==> src/rtl/line_burst_adapter.sv <==
// Adapts single-cycle cache line requests into fixed-length beat bursts toward memory.
// Reads assemble beats into line_rdata; write-backs serialise a latched line one beat at a time.
module line_burst_adapter #(
  parameter int unsigned s_offset = 5,
  parameter int unsigned s_line   = 256,
  parameter int unsigned s_burst  = 64,
  parameter int unsigned beats    = s_line / s_burst
) (
  input  logic               clk,
  input  logic               rst_n,
  input  logic               line_read,
  input  logic               line_write,
  input  logic [31:0]        line_address,
  input  logic [s_line-1:0]  line_wdata,
  output logic [s_line-1:0]  line_rdata,
  output logic               line_resp,
  output logic               burst_read,
  output logic               burst_write,
  output logic [31:0]        burst_address,
  output logic [s_burst-1:0] burst_wdata,
  input  logic [s_burst-1:0] burst_rdata,
  input  logic               burst_resp
);

  localparam int unsigned KW = (beats > 1) ? $clog2(beats) : 1;

  localparam logic [1:0] IDLE  = 2'd0;
  localparam logic [1:0] READ  = 2'd1;
  localparam logic [1:0] WRITE = 2'd2;
  localparam logic [1:0] DONE  = 2'd3;

  logic [1:0]        state_q, state_d;
  logic [KW-1:0]     k_q, k_d;
  logic [31:0]       addr_q, addr_d;
  logic [s_line-1:0] wbuf_q, wbuf_d;
  logic [s_line-1:0] rdata_q, rdata_d;

  logic [31:0] aligned_addr;
  logic        last_beat;
  logic [KW-1:0] k_inc;

  always_comb begin
    aligned_addr = line_address;
    aligned_addr[s_offset-1:0] = '0;
  end

  assign last_beat = (k_q == KW'(beats - 1));
  assign k_inc     = last_beat ? '0 : k_q + KW'(1);

  // Next-state, beat counter and data capture.
  always_comb begin
    state_d = state_q;
    k_d     = k_q;
    addr_d  = addr_q;
    wbuf_d  = wbuf_q;
    rdata_d = rdata_q;
    case (state_q)
      IDLE: begin
        if (line_read) begin
          state_d = READ;
          k_d     = '0;
          addr_d  = aligned_addr;
        end else if (line_write) begin
          state_d = WRITE;
          k_d     = '0;
          addr_d  = aligned_addr;
          wbuf_d  = line_wdata;
        end
      end
      READ: begin
        if (burst_resp) begin
          for (int unsigned i = 0; i < beats; i++) begin
            if (k_q == KW'(i)) rdata_d[i*s_burst +: s_burst] = burst_rdata;
          end
          k_d = k_inc;
          if (last_beat) state_d = DONE;
        end
      end
      WRITE: begin
        if (burst_resp) begin
          k_d = k_inc;
          if (last_beat) state_d = DONE;
        end
      end
      DONE:    state_d = IDLE;
      default: state_d = IDLE;
    endcase
  end

  always_ff @(posedge clk) begin
    if (!rst_n) begin
      state_q <= IDLE;
      k_q     <= '0;
      addr_q  <= '0;
      wbuf_q  <= '0;
      rdata_q <= '0;
    end else begin
      state_q <= state_d;
      k_q     <= k_d;
      addr_q  <= addr_d;
      wbuf_q  <= wbuf_d;
      rdata_q <= rdata_d;
    end
  end

  // Current write beat selected from the latched line.
  always_comb begin
    burst_wdata = '0;
    for (int unsigned i = 0; i < beats; i++) begin
      if (k_q == KW'(i)) burst_wdata = wbuf_q[i*s_burst +: s_burst];
    end
  end

  assign burst_read    = (state_q == READ);
  assign burst_write   = (state_q == WRITE);
  assign line_resp     = (state_q == DONE);
  assign burst_address = addr_q;
  assign line_rdata    = rdata_q;

endmodule

==> config.mk <==
export PLATFORM = sky130hd
export DESIGN_NAME = line_burst_adapter
export DESIGN_NICKNAME = d
export VERILOG_FILES = /design/src/rtl/line_burst_adapter.sv
export SDC_FILE = /design/constraint.sdc
export NUM_CORES = 1
export LEC_CHECK = 0
export BUFFER_PORTS_ARGS = -buffer_cell sky130_fd_sc_hd__clkbuf_2
export CAP_MARGIN = 40
export CORE_AREA = 2 2 278 280
export DETAILED_ROUTE_END_ITERATION = 8
export DIE_AREA = 0 0 280 282
export GPL_TIMING_DRIVEN = 0
export SLEW_MARGIN = 30
export SYNTH_ARGS = -nofsm -noshare
export SYNTH_HDL_FRONTEND = slang
export SYNTH_SLANG_ARGS = --single-unit
==> constraint.sdc <==
create_clock -name clk -period 2 [get_ports clk]
set_input_delay 0.1 -clock clk [delete_from_list [all_inputs] [get_ports clk]]
set_output_delay 0.1 -clock clk [all_outputs]
set_load 0.02 [all_outputs]
After elaboration in Yosys (flattened, before gate mapping)
Cells that the tools add are included.
{"block": "word_totals", "regBits": 548, "inputBits": 357, "wordCells": 48}
{"block": "op_classes", "n_addsub": 1, "eq_ne": 9, "n_mux": 16, "n_bitwise": 1, "n_reduce_logical": 13}
{"operator": "64-bit two-way mux", "count": 4}
{"operator": "32-bit two-way mux", "count": 2}
{"operator": "3-bit AND reduction", "count": 7}
{"operator": "2-bit two-way mux", "count": 8}
{"operator": "2-bit == test (second input constant)", "count": 4}
{"operator": "2-bit case mux with 3 select lines", "count": 1}
{"operator": "2-bit by 1-bit == test with 1-bit output (second input constant)", "count": 2}
{"operator": "2-bit logical NOT", "count": 2}
{"operator": "2-bit by 1-bit != test with 1-bit output (second input constant)", "count": 2}
{"operator": "2-bit case mux with 2 select lines", "count": 1}
{"operator": "2-bit nonzero test", "count": 2}
{"operator": "3-bit != test (second input constant)", "count": 1}
{"operator": "2-bit by 1-bit adder with 2-bit output (second input constant)", "count": 1}
{"operator": "2-bit AND reduction", "count": 1}
{"operator": "2-bit OR reduction", "count": 1}
{"operator": "1-bit NOT", "count": 1}

Depth between registers and ports, before layout
Gate-level depths: netlist (run 1).
{"block": "depth", "word_depth": 5, "ltp_mapped": 8, "depth_no_buf": 5}

Worst setup path after synthesis (run 1)
No wires, ideal clock.
{"block": "synth_path", "path_type": "register -> output", "from": "register k_q[1]", "to": "output burst_wdata[47]", "arrival_time_ns": 1.554, "t_required_ns": 1.900, "path_slack_ns": 0.346, "stages_incl_launch_ff": 9, "n_path_buf": 3, "path_cell_list": "dfxtp_1 -> inv_1 -> ha_1 -> buf_2 -> buf_4 -> buf_2 -> a21oi_1 -> o21ai_0 -> a22o_1"}
{"block": "synth_via", "elab_chain_cells": 5, "word_cells_on_any_way": 8, "classes_between": "eq/ne (3); mux (4); reduce/logical (1)"}
{"element": "start: declaration", "line": "33", "source": "logic [KW-1:0] k_q, k_d;"}
{"element": "start signal: assignment", "line": "99", "source": "k_q <= k_d;"}
{"element": "2-bit logical NOT", "line": "110", "source": "if (k_q == KW'(i)) burst_wdata = wbuf_q[i*s_burst +: s_burst];"}
{"element": "64-bit two-way mux (3 in series)", "line": "110"}
{"element": "64-bit two-way mux *", "line": "110"}
{"element": "end: declaration", "line": "20", "source": "output logic [s_burst-1:0] burst_wdata,"}
Mark *: on every way between the ends. The rest lies on a longest branch, timed or not.

Worst setup path in the final report (run 1)
{"block": "layout_path", "from": "register k_q[1]", "to": "output burst_wdata[60]"}
The elaborated chain is that of the path after synthesis.

==> qor.txt, run 1 <==
status = finished with violations
failing checks = setup timing
max cap viols = 0
Initial Util = 0.297
Synth cell types = 30
Die ar. = 79000 um2
R2R Setup Slk = 0.08 ns
CP Launch Point = k_q[1]
TritonCTS clock tree = built
# nets final = 4360
Max transition margin = 0.448
Placed Instances = 4506
DRT Wirelength = 103000 um
setup slack after layout = -0.409 ns
most frequent cells in the layout = nand2_1, clkbuf_2, dfxtp_1, dlygate4sd3_1, a21boi_1
Synth area leaders = dfxtp_1, nand2_1, a21boi_1, a21boi_0, a21oi_1
final setup TNS = -22.28 ns
row count = 101
post-route antenna net violation count = 0
Final HPWL DP = 73300 um
crit path max fanout = 6
number of CTS-inserted buffers = 61
worst r2r path cells = 7
Slew Viols, Final = 0
busiest layer in global routing = met2
post-synth top area share = 0.484
# port buffers = 699
combinational group share of total power = 0.324
Setup Viol. Count Final = 64
drt pass-1 iters = 5
slowest stage cell, crit path = dfxtp_4
CP endpoint kind = output pin
DRC = 0
minimum clock period = 2.41 ns
Yosys top cell by area = dfxtp_1
PwrDens = 982 nW/um2
Core Region = 75700 um2
total congestion overflow = 0
Least-Margin Pin Slew = 0.828 ns
wire per inst = 20.4 um
Yosys reg bits = 543
Worst Hold Class = in -> reg
VDD IR max = 0.706 mV
first-pass GRT wire length = 147000 um
Die H = 282 um
crit path cell chain = buf_6, ha_4, buf_12, buf_12, buf_8, a21oi_2, o21ai_2, a22o_1, buf_4
register area = 10900 um2
Via Count = 24200
reg2reg end = wbuf_q[180]
vias per inst = 4.82
total power = 35300 uW
Crit path top cell by count = buf_12
Ys Warns = 0
switching share of power = 0.336
achievable frequency = 0.415 GHz
Non-Filler Instances = 5026
Post-Syn Instances = 2822
XOR/XNOR Fraction of Synth Area = 0
leakage = 0.0145 uW
Root Driver = clkbuf_16
hold path cells = 4
largest net degree at the start of global routing = 18
Worst Hold Endpoint = burst_address[5]
final hold vios = 0
Hold Startpoint = line_write
Synth Area in Adders = 0.00557
maximum root-to-sink buffer count = 3
Final GP Congestion = 0.866
syn avg cell area = 7.96 um2
Setup WS pre-CTS = -0.620 ns
simple-gate share of the synthesized area = 0.196
vias in the first global route = 23800
Skew-Pair Late Insertion Delay = 0.65 ns
Post-Syn Area = 22500 um2
Layout area overhead = 59.8%
io pins = 712
layout cells sized above 1 = 0.296
Compound-Gate Fraction of Synth Area = 0.251
Setup crit start kind = flop
fillers = 7283
Sink Count = 543
commonest non-fill, non-tap cell in the layout = nand2_1
Largest stage delay, worst path = 0.36 ns
Clock power frac = 0.329
Critical R2R Launch = state_q[1]
clock skew = 0.0398 ns
M2 GR Usage = 0.426
grt met1 use = 0.292
Worst Setup Path Type = reg -> out
WP data required = 1.90 ns
crit path DAT = 2.31 ns
met3 GRT Util = 0.0480
RSZ-0062 raised after global routing = true
Multi-input gate area = 11300 um2
Total GRT Usage = 0.244
Switching Power = 11800 uW
antenna violations before repair = 14
die width = 280 um
Detailed Route Iter0 Violations = 1476
main combinational cell family by area after synthesis = compound AO/OA/AOI/OAI gates
Cell Int Power = 23400 uW
sequential share of power = 0.347
sequential share of the synthesized area = 0.484
mux share of post-synthesis cell area = 0.000891
Tcrit/Tclk final = 1.20
Worst-path clk slew = 0.06 ns
H-tree depth = 2
[through the flow]
stage	hold slack (ns)	util	cell area, um2
after CTS	0.00282	0.458	34700
final	0.0691	0.474	35900
after global routing	0.0465	0.474	35900
after global placement	0.324	0.359	27200
after floorplan	0.235	-	22500
after detailed placement	0.328	0.360	27200
[worst max path at each step]
stage | to | slack, ns | cells after the start
detailed placement | burst_wdata[59] | -0.62 | 9
CTS | burst_wdata[57] | -0.49 | 9
global placement | burst_wdata[57] | -0.61 | 9
finish | burst_wdata[60] | -0.41 | 9
global route | burst_wdata[60] | -0.49 | 9
floorplan | burst_wdata[47] | 0.35 | 8
[power by group through the flow]
stage	clock [uW]	combinational (uW)	sequential, uW
5_1_grt	12200	12200	12300
6_report	11600	11400	12200
3_5_place_dp	0	7640	12400
3_3_place_gp	0	7600	12400
2_1_floorplan	0	4240	12600
4_1_cts	11800	10200	12200
[cell families (layout without fill, tap and decap cells)]
| logic type | Yosys count | after routing |
|---|---|---|
| AND/OR/NAND/NOR | 1160 | 1160 |
| other | 1 | 17 |
| flip-flops | 543 | 543 |
| AO/OA/AOI/OAI | 804 | 804 |
| multiplexers | 2 | 2 |
| adder cells (fa/ha/maj) | 10 | 10 |
| buffers and inverters | 302 | 1512 |
[routing by layer]
layer  vias up  share of wire
met4         2          0.044
met5         -        0.00013
li1      11600              -
met2       911           0.49
met1     11500           0.41
met3       252          0.063
[flip-flops by register name (all words and copies together) (netlist names)]
signal         count
k_q                2
line_rdata       256
burst_address     27
state_q            2
wbuf_q           256
[synth_stat cells]
cell      number
nor3b_1        1
a21oi_1      128
o21ai_2        1
nand3b_1       1
nor3_1         1
a21boi_1     300
dfxtp_1      543
o311a_1        1
o211ai_1       2
nand2_1     1145
nand4_1        1
nand3_1        2
inv_1         70
and3b_1        1
a22o_1        64
buf_6          6
mux2i_1        2
a21boi_0     240
buf_4         37
o21ai_0       66
clkbuf_1      93
nor2b_1        1
buf_2         76
nand3_2        3
conb_1         1
ha_1          10
and3_1         4
o21a_1         1
buf_1         20
o31ai_1        1
[critical path: cells and delay by family, from the launching register on]
kind | cells | cell delay, ns
flops | 1 | 0.36
compound gates | 3 | 0.45
fa+ha+maj | 1 | 0.18
buf+inv | 5 | 0.70
[area by class of cell]
type | instances | area share
flip-flops and latches | 543 | 0.303
clock buffers | 80 | 0.0473
diodes | 12 | 0.000836
inverters | 70 | 0.00746
well taps | 978 | 0.0341
clock inverters | 26 | 0.00938
plain buffers | 229 | 0.0498
multi-input cells | 1981 | 0.314
repair buffers | 1107 | 0.234
[what timing repair did]
| action | in CTS | in global routing |
|---|---|---|
| setup endpoints to repair | 463 | 373 |
| hold buffers | 350 | 0 |
| endpoints found under the hold margin | 543 | 0 |
| setup buffers | 19 | 18 |
| gates resized for setup | 461 | 270 |
| gates cloned | 12 | 9 |
| pin swaps | 79 | 95 |
No activity file was read; power rests on OpenSTA's default activity.
==> run 2, diff against run 1 <==
- ABC_AREA: not set -> 1
==> run 2 against run 1 <==
The run still ends with setup timing left. Clock-buffer cell count grew 8. Highest routed layer unchanged. Via count shrank 2.3%. Global-route usage shrank 0.93 points. First-iteration DRC count grew 10%. Critical path depth is the same. Largest power group is now combinational logic.
==> qor.txt, run 2 <==
Root Driver = clkbuf_16 (unchanged)
WP data required = 1.90 ns (about the same)
Critical R2R Launch = k_q[0] (was state_q[1])
Setup Viol. Count Final = 64 (unchanged)
TritonCTS clock tree = built (unchanged)
cell with the most instances after synthesis = nor2_1 (was nand2_1)
CP Launch Point = k_q[1] (unchanged)
minimum clock period = 2.35 ns (was 2.41 ns)
CP Capture Point = burst_wdata[11] (was burst_wdata[60])
Slew Viols, Final = 0 (unchanged)
most frequent cells in the layout = clkbuf_2, nor2_1, dfxtp_1, o21ai_0, dlygate4sd3_1 (was nand2_1, clkbuf_2, dfxtp_1, dlygate4sd3_1, a21boi_1)
Post-Syn Area = 21200 um2 (was 22500 um2)
Layout area overhead = 53.7% (was 59.8%)
Final Cell Area = 32600 um2 (was 35900 um2)
status = finished with violations (unchanged)
# port buffers = 700 (was 699)
Final HPWL DP = 71700 um (was 73300 um)
commonest non-fill, non-tap cell in the layout = clkbuf_2 (was nand2_1)
Yosys top cell by area = dfxtp_1 (unchanged)
VDD IR max = 0.825 mV (was 0.706 mV)
final hold vios = 0 (unchanged)
DRT Wirelength = 97700 um (was 103000 um)
H-tree depth = 2 (unchanged)
Detailed Route Iter0 Violations = 1626 (was 1476)
Core Region = 75700 um2 (unchanged)
largest net degree at the start of global routing = 17 (was 18)
Ys Warns = 0 (unchanged)
Sink Count = 543 (unchanged)
Die ar. = 79000 um2 (unchanged)
Tcrit/Tclk final = 1.18 (was 1.20)
Post-synth EDFFs = 0 (unchanged)
worst r2r path cells = 8 (was 7)
vias in the first global route = 22900 (was 23800)
Synth area leaders = dfxtp_1, o21ai_0, nor2_1, a21oi_1, inv_1 (was dfxtp_1, nand2_1, a21boi_1, a21boi_0, a21oi_1)
crit path DAT = 2.25 ns (was 2.31 ns)
CP top delay family = buffers and inverters (unchanged)
Skew-Pair Late Insertion Delay = 0.63 ns (was 0.65 ns)
number of CTS-inserted buffers = 60 (was 61)
# nets final = 4324 (was 4360)
Core Util, Final = 0.430 (was 0.474)
antenna violations before repair = 11 (was 14)
max cap viols = 0 (unchanged)
vias per inst = 4.74 (was 4.82)
top_reg_cell synth = dfxtp_1 (unchanged)
die width = 280 um (unchanged)
Initial Util = 0.280 (was 0.297)
reg2reg end = line_rdata[147] (was wbuf_q[180])
fillers = 7513 (was 7283)
Synth cell types = 20 (was 30)
Via Count = 23700 (was 24200)
Die H = 282 um (unchanged)
crit path max fanout = 10 (was 6)
maximum root-to-sink buffer count = 3 (unchanged)
Final GP Congestion = 0.963 (was 0.866)
Async SR Flop Fraction = 0 (unchanged)
top cells by count, synth = nor2_1, dfxtp_1, o21ai_0, a21oi_1, inv_1 (was nand2_1, dfxtp_1, a21boi_1, a21boi_0, a21oi_1)
slowest stage cell, crit path = dfxtp_4 (unchanged)
Buf+Inv Stages, Crit Path = 4 (was 5)
RSZ-0062 raised after global routing = true (unchanged)
DRC = 0 (unchanged)
crit path cell chain = inv_4, ha_4, buf_12, buf_6, a21oi_2, nand2_1, o211ai_1, nand2_1, clkbuf_8 (was buf_6, ha_4, buf_12, buf_12, buf_8, a21oi_2, o21ai_2, a22o_1, buf_4)
row count = 101 (unchanged)
Crit path top cell by count = nand2_1 (was buf_12)
clock skew = 0.0273 ns (was 0.0398 ns)
Post-Syn Instances = 2832 (was 2822)
Setup crit start kind = flop (unchanged)
first-pass GRT wire length = 141000 um (was 147000 um)
PwrDens = 1220 nW/um2 (was 982 nW/um2)
sequential share of the synthesized area = 0.513 (was 0.484)
leakage = 0.0142 uW (was 0.0145 uW)
drt pass-1 iters = 5 (unchanged)
io pins = 712 (unchanged)
placed cell area = 25900 um2 (was 27200 um2)
critical path depth = 9 (unchanged)
setup slack after layout = -0.351 ns (was -0.409 ns)
Worst-path clk slew = 0.06 ns (about the same)
wire per inst = 19.6 um (was 20.4 um)
Total GRT Usage = 0.235 (was 0.244)
CP endpoint kind = output pin (unchanged)
Least-Margin Pin Slew = 0.717 ns (was 0.828 ns)
total congestion overflow = 0 (unchanged)
Worst Setup Path Type = reg -> out (unchanged)
Worst Hold Class = in -> reg (unchanged)
total power = 39600 uW (was 35300 uW)
R2R Setup Slk = 0.11 ns (was 0.08 ns)
achievable frequency = 0.425 GHz (was 0.415 GHz)
Largest stage delay, worst path = 0.37 ns (was 0.36 ns)
syn avg cell area = 7.48 um2 (was 7.96 um2)
layout cells sized above 1 = 0.261 (was 0.296)
failing checks = setup timing (unchanged)
Max transition margin = 0.522 (was 0.448)
post-synth top area share = 0.513 (was 0.484)
Yosys reg bits = 543 (unchanged)
post-route antenna net violation count = 0 (unchanged)
[run 2: cell count changes after synthesis, sizes merged, moves of 66 or more]
| cell | delta |
|---|---|
| nor2 | +574 |
| o21ai | +475 |
| nand3 | +66 |
| a21oi | +192 |
| inv | +201 |
| a21boi | -540 |
| nand2 | -939 |
[run 2: metal layers]
layer	GRT usage	part of all wire	vias to the layer above	routed length (um)
met5	0	0.00059	-	58
met4	0.0926	0.040	8	3920
met3	0.0615	0.081	230	7960
met2	0.418	0.49	1021	47500
met1	0.268	0.39	11000	38300
li1	-	-	11400	-
[run 2: area by class of cell]
class | instances | area, um2 | share of cell area
clock buffers | 88 | 1790 | 0.0549
clock inverters | 23 | 323 | 0.00992
diodes | 5 | 12.5 | 0.000384
repair buffers | 1059 | 7370 | 0.227
inverters | 271 | 1040 | 0.0319
multi-input cells | 1794 | 8470 | 0.260
plain buffers | 228 | 1450 | 0.0444
flip-flops and latches | 543 | 10900 | 0.334
well taps | 978 | 1220 | 0.0376
[run 2: what timing repair did]
item                                    4_1_cts  5_1_grt
endpoints found under the setup margin      108      383
hold buffers                                350        0
cloned                                        1        1
pin swaps                                    17       31
endpoints found under the hold margin       542        0
setup buffers                                 7        0
gates resized for setup                     188      159
[run 2: through the flow]
stage | hold slack (ns) | TNS, ns | instances | setup WS [ns]
after detailed placement | 0.343 | -11.03 | 4514 | -0.508
after global placement | 0.339 | -9.72 | 4514 | -0.459
final | 0.105 | -16.51 | 4989 | -0.351
after floorplan | 0.248 | 0 | 2836 | 0.482
after CTS | 0.0693 | -20.17 | 4983 | -0.375
after global routing | 0.121 | -22.73 | 4988 | -0.469
[run 2: cells by family after synthesis]
family,share of synthesized area
AOI/OAI and AO/OA,0.227
and+or+nand+nor,0.156
DFF,0.513
buffers and inverters,0.0982
adders and majority gates,0.00591
other,0.000177
[run 2: power by group]
group	total [uW]	switching, uW	internal, uW
clock	11900	4910	6980
combinational	14600	8990	5580
sequential	13100	848	12300
[run 2: worst min path at each step]
| stage | startpoint | endpoint | slack [ns] | cells past startpoint |
|---|---|---|---|---|
| 2_1_floorplan | line_wdata[16] | wbuf_q[16] | 0.25 | 2 |
| 3_3_place_gp | line_wdata[208] | wbuf_q[208] | 0.34 | 3 |
| 3_5_place_dp | line_wdata[208] | wbuf_q[208] | 0.34 | 3 |
| 4_1_cts | rst_n | line_rdata[45] | 0.07 | 4 |
| 5_1_grt | rst_n | line_rdata[46] | 0.12 | 4 |
| 6_report | rst_n | line_rdata[179] | 0.10 | 4 |
[run 2: tightest hold or removal path: stages]
cell      delay [ns]
buf_4           0.19
clkbuf_1        0.23
o21ai_0         0.12
a21oi_1         0.04
==> run 3, diff against run 2 <==
- BUFFER_PORTS_ARGS: -buffer_cell sky130_fd_sc_hd__clkbuf_2 -> not set
- DONT_BUFFER_PORTS: not set -> 1
- SETUP_SLACK_MARGIN: not set -> 0.5
- clock period: 2 -> 2.6 ns (I/O delays scaled with it)
==> run 3 against run 2 <==
The flow now finishes without violations. Worst setup slack gained 0.67 ns. Sequential power shrank 18%. Clock-buffer cell count shrank 6. Clock skew shrank 0.0087 ns. Clock power shrank 28%. Critical path depth shrank 1. Total power shrank 28%. Non-clock buffer count shrank 688. Routed wire length shrank 3.0%. Combinational power shrank 37%. Global-route usage shrank 0.84 points.
==> qor.txt, run 3 (synthesized netlist as in run 2, its figures left out) <==
Detailed Route Iter0 Violations = 1525 (was 1626)
Final HPWL DP = 69100 um (was 71700 um)
post-route antenna net violation count = 0 (unchanged)
Fin Hold WS = 0.0580 ns (was 0.105 ns)
status = completed (was finished with violations)
vias in the first global route = 21300 (was 22900)
io pins = 712 (unchanged)
Worst Hold Class = in -> reg (unchanged)
Via Count = 21700 (was 23700)
number of CTS-inserted buffers = 60 (unchanged)
most frequent cells in the layout = nor2_1, dfxtp_1, o21ai_0, dlygate4sd3_1, a21oi_1 (was clkbuf_2, nor2_1, dfxtp_1, o21ai_0, dlygate4sd3_1)
wire per inst = 22.0 um (was 19.6 um)
Setup Viol. Count Final = 0 (was 64)
Total GRT Usage = 0.227 (was 0.235)
total power = 28500 uW (was 39600 uW)
first-pass GRT wire length = 136000 um (was 141000 um)
CP endpoint kind = output pin (unchanged)
RSZ-0062 raised after global routing = true (unchanged)
DRC = 0 (unchanged)
die width = 280 um (unchanged)
minimum clock period = 2.28 ns
PwrDens = 988 nW/um2 (was 1220 nW/um2)
final hold vios = 0 (unchanged)
Die ar. = 79000 um2 (unchanged)
TritonCTS clock tree = built (unchanged)
Sink Count = 543 (unchanged)
WP data required = 2.47 ns (was 1.90 ns)
crit path DAT = 2.15 ns (was 2.25 ns)
Layout area overhead = 36.5% (was 53.7%)
Slew Viols, Final = 0 (unchanged)
VDD IR max = 0.552 mV (was 0.825 mV)
Final GP Congestion = 0.975 (was 0.963)
Worst-path clk slew = 0.06 ns (about the same)
maximum root-to-sink buffer count = 3 (unchanged)
antenna violations before repair = 14 (was 11)
total congestion overflow = 0 (unchanged)
H-tree depth = 2 (unchanged)
achievable frequency = 0.438 GHz
clock skew = 0.0186 ns (was 0.0273 ns)
Tcrit/Tclk final = 0.878
# port buffers = 0 (was 700)
Core Region = 75700 um2 (unchanged)
DRT Wirelength = 94800 um (was 97700 um)
Root Driver = clkbuf_16 (unchanged)
Die H = 282 um (unchanged)
layout cells sized above 1 = 0.119 (was 0.261)
Worst Setup Path Type = reg -> out (unchanged)
Least-Margin Pin Slew = 0.701 ns (was 0.717 ns)
commonest non-fill, non-tap cell in the layout = nor2_1 (was clkbuf_2)
leakage = 0.0110 uW (was 0.0142 uW)
Skew-Pair Late Insertion Delay = 0.63 ns (about the same)
vias per inst = 5.03 (was 4.74)
largest net degree at the start of global routing = 17 (unchanged)
# nets final = 3636 (was 4324)
drt pass-1 iters = 5 (unchanged)
row count = 101 (unchanged)
final setup TNS = 0 ns (was -16.51 ns)
max cap viols = 0 (unchanged)
Max transition margin = 0.533 (was 0.522)
crit path max fanout = 10 (unchanged)
Setup crit start kind = flop (unchanged)
Initial Util = 0.280 (unchanged)
run 3: cell types whose count changed in the layout (fill, tap and decap cells not counted), sizes merged, moves of 2 or more:
cell	before	now
bufinv	6	4
buf	183	141
dlygate4sd3	350	358
clkbuf	842	182
clkinvlp	3	0
clkinv	12	15
diode	5	12
run 3: per-layer routing:
metal / global-route usage / vias to the layer above / share of wire / wire length [um]
met5: 0 / - / 0.00025 / 24
met4: 0.113 / 4 / 0.054 / 5140
met3: 0.0752 / 300 / 0.10 / 9830
met2: 0.392 / 1168 / 0.48 / 45200
met1: 0.248 / 10100 / 0.37 / 34700
li1: - / 10100 / - / -
run 3: final timing paths:
path               startpoint              end  slack, ns  cells past startpoint
setup reg to reg   state_q[1]  line_rdata[217]       0.56                      6
hold / removal     burst_resp   line_rdata[64]       0.06                      4
hold reg to reg   wbuf_q[134]      wbuf_q[134]       0.48                      2
setup / recovery       k_q[1]  burst_wdata[43]       0.32                      8
run 3: what timing repair did:
| item | 4_1_cts | 5_1_grt |
|---|---|---|
| cloned | 2 | 2 |
| pin swaps | 37 | 44 |
| endpoints found under the hold margin | 543 | 0 |
| resized for setup | 203 | 58 |
| buffers inserted | 9 | 0 |
| endpoints found under the setup margin | 186 | 155 |
| hold buffers | 358 | 0 |
run 3: worst max-delay path: stages (launching register included):
cell and delay (ns):
dfxtp_4 0.38, inv_4 0.05, ha_4 0.19, buf_12 0.17
buf_6 0.15, a21oi_2 0.15, nand2_2 0.11, o211ai_1 0.15
nand2_2 0.17
run 3: power by group:
part | switching, uW | internal (uW)
Clock | 3650 | 4890
Combinational | 6020 | 3170
Sequential | 1360 | 9460
run 3: per-stage QoR:
stage                     cell area [um2]  cells  setup WS [ns]  utilization
after CTS                           28600   4287          0.288        0.378
final                               28900   4301          0.318        0.382
after global placement              22400   3814          0.237        0.296
after floorplan                     21200   2836           1.07            -
after global routing                28900   4299          0.253        0.382
after detailed placement            22400   3814          0.269        0.296
run 3: area by class of cell:
type,instances,area [um2]
well taps,978,1220
clock buffers,82,1670
repair buffers,371,3740
inverters,271,1030
plain buffers,228,1400
fillers,7737,46800
clock inverters,22,260
multi-input cells,1794,8660
diodes,12,30.0
flip-flops and latches,543,10900
